$ cat src/rtl/irq_priority_ctrl.sv
// Latches NSRC interrupt sources (edge or level), masks them and presents the highest index as a code.
// Latency: 2 edges from source to irq_valid (+2 with SYNC); held until irq_ack, then one holdoff cycle.
module irq_priority_ctrl #(
    parameter int              NSRC      = 8,
    parameter int              CODEW     = 4,
    parameter int              CODE_BASE = 1,
    parameter logic [NSRC-1:0] EDGE_MASK = '0,
    parameter int              SYNC      = 0
) (
    input  logic             clk_i,
    input  logic             rst_i,
    input  logic [NSRC-1:0]  src_i,
    input  logic             enabled,
    input  logic             mask_we,
    input  logic [NSRC-1:0]  mask_wdata,
    output logic [NSRC-1:0]  mask_o,
    output logic [NSRC-1:0]  pending_o,
    output logic             irq_valid,
    output logic [CODEW-1:0] irq_code,
    input  logic             irq_ack
);

    localparam int IDXW = (NSRC > 1) ? $clog2(NSRC) : 1;

    typedef enum logic [1:0] {
        IDLE    = 2'd0,
        PRESENT = 2'd1,
        HOLDOFF = 2'd2
    } state_t;

    state_t          state_q, state_d;
    logic [NSRC-1:0] s, s_prev, set_edge, clr, pending_q, pending_d, mask_q, elig;
    logic [IDXW-1:0] idx, sel_q;
    logic [CODEW-1:0] code_q;

    generate
        if (SYNC != 0) begin : g_sync
            logic [NSRC-1:0] sync1, sync2;
            always_ff @(posedge clk_i) begin
                if (!rst_i) begin
                    sync1 <= '0;
                    sync2 <= '0;
                end else begin
                    sync1 <= src_i;
                    sync2 <= sync1;
                end
            end
            assign s = sync2;
        end else begin : g_nosync
            assign s = src_i;
        end
    endgenerate

    // Clear only targets the presented source; OR-ing set afterwards makes a coincident edge win.
    assign set_edge  = s & ~s_prev;
    assign clr       = (state_q == PRESENT && irq_ack) ? (NSRC'(1) << sel_q) : '0;
    assign pending_d = (EDGE_MASK & ((pending_q & ~clr) | set_edge)) | (~EDGE_MASK & s);
    assign elig      = pending_q & mask_q & {NSRC{enabled}};

    always_comb begin
        idx = '0;
        for (int i = 0; i < NSRC; i++) begin
            if (elig[i]) idx = IDXW'(i);
        end
    end

    always_comb begin
        state_d = state_q;
        case (state_q)
            IDLE:    if (elig != '0) state_d = PRESENT;
            PRESENT: if (irq_ack)    state_d = HOLDOFF;
            HOLDOFF: state_d = IDLE;
            default: state_d = IDLE;
        endcase
    end

    always_ff @(posedge clk_i) begin
        if (!rst_i) state_q <= IDLE;
        else        state_q <= state_d;
    end

    always_ff @(posedge clk_i) begin
        if (!rst_i) begin
            mask_q    <= '0;
            pending_q <= '0;
            s_prev    <= '0;
            sel_q     <= '0;
            code_q    <= '0;
        end else begin
            s_prev    <= s;
            pending_q <= pending_d;
            if (mask_we) mask_q <= mask_wdata;
            // sel and code are frozen for the whole PRESENT state: no preemption.
            if (state_q == IDLE && elig != '0) begin
                sel_q  <= idx;
                code_q <= CODEW'(CODE_BASE) + CODEW'(idx);
            end else if (state_q == PRESENT && irq_ack) begin
                code_q <= '0;
            end
        end
    end

    assign mask_o    = mask_q;
    assign pending_o = pending_q;
    assign irq_valid = (state_q == PRESENT);
    assign irq_code  = code_q;

endmodule

$ cat config.mk
export PLATFORM = sky130hd
export DESIGN_NAME = irq_priority_ctrl
export DESIGN_NICKNAME = d
export VERILOG_FILES = /design/src/rtl/irq_priority_ctrl.sv
export SDC_FILE = /design/constraint.sdc
export NUM_CORES = 1
export LEC_CHECK = 0
export ABC_AREA = 1
export ABC_CLOCK_PERIOD_IN_PS = 2550
export CAP_MARGIN = 10
export CORE_MARGIN = 2
export CORE_UTILIZATION = 64
export CTS_CLUSTER_SIZE = 28
export DETAILED_ROUTE_END_ITERATION = 12
export DONT_BUFFER_PORTS = 1
export PLACE_DENSITY_LB_ADDON = 0.3
export SETUP_SLACK_MARGIN = 0.3
export SLEW_MARGIN = 5
export SYNTH_ARGS = -nofsm -noshare
export SYNTH_HDL_FRONTEND = slang
export SYNTH_SLANG_ARGS = --single-unit
$ cat constraint.sdc
create_clock -name clk_i -period 2.55 [get_ports clk_i]
set_input_delay 0.3825 -clock clk_i [delete_from_list [all_inputs] [get_ports clk_i]]
set_output_delay 0.3825 -clock clk_i [all_outputs]
set_load 0.03 [all_outputs]
# Word-level counts from Yosys, hierarchy flattened
# Cells that the tools add are included.
# totals
ff_bits	22
elab_cells	28
# op_classes
add_sub_neg	1
eq_ne	3
n_mux	12
bitwise_logic	2
n_reduce_logical	6
# op_table
operator	n
bitwise AND 8 bit	2
2-to-1 mux 3 bit	4
2-to-1 mux 2 bit	4
2-to-1 mux 4 bit	2
nonzero test 8 bit	1
adder 1 x 3 -> 4 bit, first input constant	1
one-hot mux 2 bit (2 select lines)	1
== test 2 x 1 -> 1 bit, second input constant	1
logical AND 1 bit	2
logical NOT 2 bit	1
!= test 2 x 1 -> 1 bit, second input constant	1
!= test 2 bit, second input constant	1
AND reduction 2 bit	1
nonzero test 2 bit	1
2-to-1 mux 1 bit	1

# Longest topological paths before layout
# depth
word_depth	11
depth_mapped	11
depth_no_buf	11

# Worst setup path after synthesis
# OpenSTA, ideal clock, no wires.
# synth_timing
path_kind	reg2reg
start	register mask_q[2] (netlist: mask_o[2])
end	register code_q[2] (netlist: irq_code[2])
arrival_time_ns	1.445
path_slack_ns	0.985
stages_incl_launch_ff	12
period_less_slack_ns	1.565
path_cell_list	dfxtp_1 nand2_1 nand3_1 nand2_1 nand2_1 nand2_1 nand2_1 nand2_1 ha_1 or2_0 nand3_1 a21oi_1
# synth_via
elab_chain_len	10
elab_cells_between_ends	13
classes_between	add/sub (1); mux (7); bitwise (2); reduce/logical (3)
# synth_lines
item	line_no	rtl
start, declared	32	logic [NSRC-1:0] s, s_prev, set_edge, clr, pending_q, pending_d, mask_q, elig;
start signal, assigned	92	if (mask_we) mask_q <= mask_wdata;
bitwise AND 8 bit (*) (2 in a row)	58	assign elig = pending_q & mask_q & {NSRC{enabled}};
2-to-1 mux 2 bit (2 in a row)	63	if (elig[i]) idx = IDXW'(i);
2-to-1 mux 3 bit (4 in a row)	63	
adder 1 x 3 -> 4 bit	96	code_q <= CODEW'(CODE_BASE) + CODEW'(idx);
2-to-1 mux 4 bit	94	if (state_q == IDLE && elig != '0) begin
end signal, assigned	96	
end, declared	34	logic [CODEW-1:0] code_q;
# Every way passes the cells marked *; elsewhere a longest branch is shown, timed or not.
# A chain may end at the register's enable or synchronous reset.

# Final worst setup path
# Ends and elaborated chain as after synthesis.

==> impl.org <==
** Worst hold path
- The worst hold path terminates at pending_o[2]$_SDFF_PN0_.
- The worst hold path begins at rst_i.
- Tightest Hold Check Type :: input pin to flop
- The worst hold path passes through 2 cells.

** STA
- Once routing completed, OpenROAD measured the worst setup slack at about 770 ps.
- Setup violations remaining at the end of the flow were counted as 0.
- Max transition margin :: 57.6%
- Setup Total Neg Slack :: 0 ps
- For the pin with the worst max-slew slack, the measured transition is between 600 and 700 ps.
- Setup repair after global routing left no endpoint under its margin.
- Count of endpoints failing hold in the final timing report :: 0
- Portion of the clock cycle consumed by the worst path in the final layout :: a little over two thirds
- Highest clock frequency the design can meet :: around 560 MHz
- The clock arrives with 1.30 ps of skew.
- The max-slew violation count came to 0.
- Shortest period the worst path allows :: roughly 1800 ps

** Route
- Routed wire length :: about 1700 um
- Vias per std cell :: ~5.3
- Post-route DRC violation count :: 0
- For this run, the detailed router's first-pass iteration total came to 4.
- Detailed-route wire length per cell :: roughly 12 um
- DR vias :: 757
- The count of nets left with antenna violations once routing finished came out at 0.
- DRC marker count from the first detailed-route iteration :: 13

** Final layout
- Share of final-layout standard cells stronger than drive strength 1 :: 13.3%
- From synthesis to final layout, the design area changed by 5.82%.
- The library cell used most frequently in the layout, excluding fill and tap cells, is sky130_fd_sc_hd__nand2_1.
- 0 antenna diodes ended up in the layout.
- With fillers left out, the area of the finished cells amounts to between 1000 and 1500 um^2.
- Net count, final :: ~150
- Fillcell total :: ~120
- Commonest non-fill, non-tap cells in the layout :: 30 x sky130_fd_sc_hd__nand2_1, 22 x sky130_fd_sc_hd__dfxtp_1, 19 x sky130_fd_sc_hd__nor2_1, 14 x sky130_fd_sc_hd__inv_1

** Placement
- Once placement finished, the instance area stood at 995 um^2.
- IO Port Bufs :: 0
- Routability-driven placement finished with a final weighted congestion of about 0.76.
- OpenSTA, run right after detailed placement, puts the worst setup slack at roughly 850 ps.
- Post-detailed-placement half-perimeter wirelength :: approximately 1300 um

** Power
- In this run the power spent charging and discharging nets is 202 uW.
- Clk network pwr share :: between 30% and 40%
- In this run, the combinational gates consume around 9.9% of the power.
- Internal cell power :: 556 uW
- Across the VDD grid, the largest voltage drop is about 570 uV.
- Fraction of power spent switching nets :: 26.7%
- Power per Cell Area :: approximately 720 nW/um^2
- In this run the static leakage power is 0.532 nW.
- Relative contribution of sequential cells to total power :: 55.4%
- Overall power consumption after layout is estimated at between 700 and 800 uW.

** Yosys
- The average instance in the mapped netlist occupies between 7 and 8 um^2.
- Fraction of the yosys area taken by sequential cells :: around 45%
- When the netlist entered floorplanning its net count stood at about 150.
- After synthesis the cells add up to around 990 um^2.
- After synthesis, the netlist uses 21 different library cells.
- Synth Instances :: 126
- Number of warnings printed during yosys synthesis :: 0
- Number of storage elements in the synthesis netlist :: 22

** GRT
- Combined global-route utilization of all metal layers :: 20.7%
- The first global-routing pass estimated 2830 um of wire.
- Antenna violations before repair :: 0
- Global routing finished with a remaining overflow of 0.
- The number of global-route vias before repair was 699.
- Pin count of the biggest net entering global routing :: 18

** Clock tree
- Clock latency on the worst-skew pair, taken at its later pin, is slightly above 300 ps.
- Resized cells post-CTS :: 0
- CTS root buf :: sky130_fd_sc_hd__clkbuf_4
- In this run the post-CTS setup repair buffer count came out at 0.
- Clock tree from TritonCTS :: done
- After clock tree synthesis, the clock-pin slew on the worst setup and hold paths is 120 ps.
- CTS sink cnt :: 22
- Number of buffers created by CTS :: 3
- The clock passes through at most 2 buffers.
- After clock tree synthesis, the flow added hold-fix buffers numbering 0.
- CTS built an H-tree with a depth of 1.

** Setup path
- Start-to-end type of the worst setup path :: flop to flop
- In this run the worst path has a maximum fanout of 3.
- STA classifies the critical path endpoint as a flop.
- STA classifies the critical path startpoint as a flop.
- Slack of the worst reg-to-reg path :: 770 ps
- End of the worst register-to-register path :: irq_code[2]$_SDFFE_PN0P_
- STA puts the critical path data arrival time at 1990 ps.
- Data required time at the worst endpoint :: 2760 ps
- The startpoint identified for the worst register-to-register timing path is mask_o[2]$_SDFFE_PN0P_.
- Worst r2r path cells :: 11

** Run
- Across the run, the number of max-cap violations was 0.

** Floorplan
- Horizontal die dimension :: roughly 43 um
- Chip Height :: 43.3 um
- The floorplan has 14 rows.
- Once the floorplan was initialized, standard cells occupied 67.3% of the core.
- Ports placed on the boundary :: 42
- Core region area :: 1470 um^2
- Die Footprint :: around 1900 um^2

** Run status
- Outcome :: completed
-- sequential cells by signal, indices dropped and copies added (netlist names) --
name and cells:
state_q 2, irq_code 4, mask_o 8, pending_o 8
-- area by class of cell --
type                       instances  area [um^2]  share of cell area (%)
clock buffer                       3         22.5                    2.15
tap                               16         20.0                    1.91
multi-input combinational         86          460                    44.0
sequential                        22          440                    42.1
clock inverter                     1         30.0                    2.87
inverter                          16         73.8                    7.05
-- power groups by stage --
stage	Clock, mW	Combinational [mW]	Sequential, mW
6_report	0.263	0.0753	0.420
5_1_grt	0.279	0.0846	0.422
4_1_cts	0.265	0.0760	0.420
3_5_place_dp	0	0.0745	0.428
3_3_place_gp	0	0.0722	0.427
2_1_floorplan	0	0.0712	0.424
-- metrics by stage --
step | std cells | hold slack, ps | utilization [%]
floorplan | 126 | 480 | -
global placement | 140 | 479 | 67.6
detailed placement | 140 | 482 | 67.6
CTS | 144 | 154 | 71.2
global route | 144 | 144 | 71.2
finish | 144 | 159 | 71.2
-- per-layer routing --
| layer | GRT usage (%) | up-vias | wire length (um) |
|---|---|---|---|
| li1 | - | 394 | - |
| met1 | 23.1 | 326 | 709 |
| met2 | 32.2 | 32 | 809 |
| met3 | 9.36 | 5 | 179 |
| met4 | 12.1 | 0 | 29 |
| met5 | 0 | - | 0 |
-- synthesized netlist by cell type --
master	n	area, um^2
sky130_fd_sc_hd__or2_0	1	6.26
sky130_fd_sc_hd__inv_2	1	3.75
sky130_fd_sc_hd__nand2_2	4	25.0
sky130_fd_sc_hd__nand2_4	1	11.3
sky130_fd_sc_hd__nand3_2	1	10.0
sky130_fd_sc_hd__nor2_1	19	71.3
sky130_fd_sc_hd__a21boi_1	1	7.51
sky130_fd_sc_hd__nand2_1	30	113
sky130_fd_sc_hd__inv_1	14	52.6
sky130_fd_sc_hd__bufinv_8	1	17.5
sky130_fd_sc_hd__dfxtp_1	22	440
sky130_fd_sc_hd__nor2_4	1	11.3
sky130_fd_sc_hd__clkbuf_1	1	3.75
sky130_fd_sc_hd__ha_1	1	12.5
sky130_fd_sc_hd__o21ai_0	9	45.0
sky130_fd_sc_hd__nand3_1	9	45.0
sky130_fd_sc_hd__nand3_4	1	17.5
sky130_fd_sc_hd__buf_6	1	11.3
sky130_fd_sc_hd__nor2_8	2	40.0
sky130_fd_sc_hd__a21oi_1	5	25.0
sky130_fd_sc_hd__nand2_8	1	20.0
-- cells by family after synthesis --
kind of cell               after synthesis  synth area share, %
AOI/OAI and AO/OA                       15                 7.84
adders and majority gates                1                 1.26
buffers and inverters                   18                 8.98
DFF                                     22                 44.5
and+or+nand+nor                         70                 37.4
-- worst max-delay path by stage --
stage / start / end / slack [ps]
after floorplan: mask_o[2]$_SDFFE_PN0P_ / irq_code[2]$_SDFFE_PN0P_ / 990
after global routing: mask_o[2]$_SDFFE_PN0P_ / irq_code[2]$_SDFFE_PN0P_ / 630
final: mask_o[2]$_SDFFE_PN0P_ / irq_code[2]$_SDFFE_PN0P_ / 770
after CTS: mask_o[2]$_SDFFE_PN0P_ / irq_code[2]$_SDFFE_PN0P_ / 770
after global placement: mask_o[2]$_SDFFE_PN0P_ / irq_code[2]$_SDFFE_PN0P_ / 920
after detailed placement: mask_o[2]$_SDFFE_PN0P_ / irq_code[2]$_SDFFE_PN0P_ / 850
-- worst max-delay path, cell delays in order, from the launching register on --
cell and delay [ps]:
sky130_fd_sc_hd__dfxtp_1 540, sky130_fd_sc_hd__nand2_1 130, sky130_fd_sc_hd__nand3_1 90, sky130_fd_sc_hd__nand2_1 70, sky130_fd_sc_hd__nand2_1 80, sky130_fd_sc_hd__nand2_1 50, sky130_fd_sc_hd__nand2_1 70, sky130_fd_sc_hd__nand2_1 60
sky130_fd_sc_hd__ha_1 200, sky130_fd_sc_hd__or2_0 230, sky130_fd_sc_hd__nand3_1 90, sky130_fd_sc_hd__a21oi_1 70
Power figures use the tool's default switching activity.
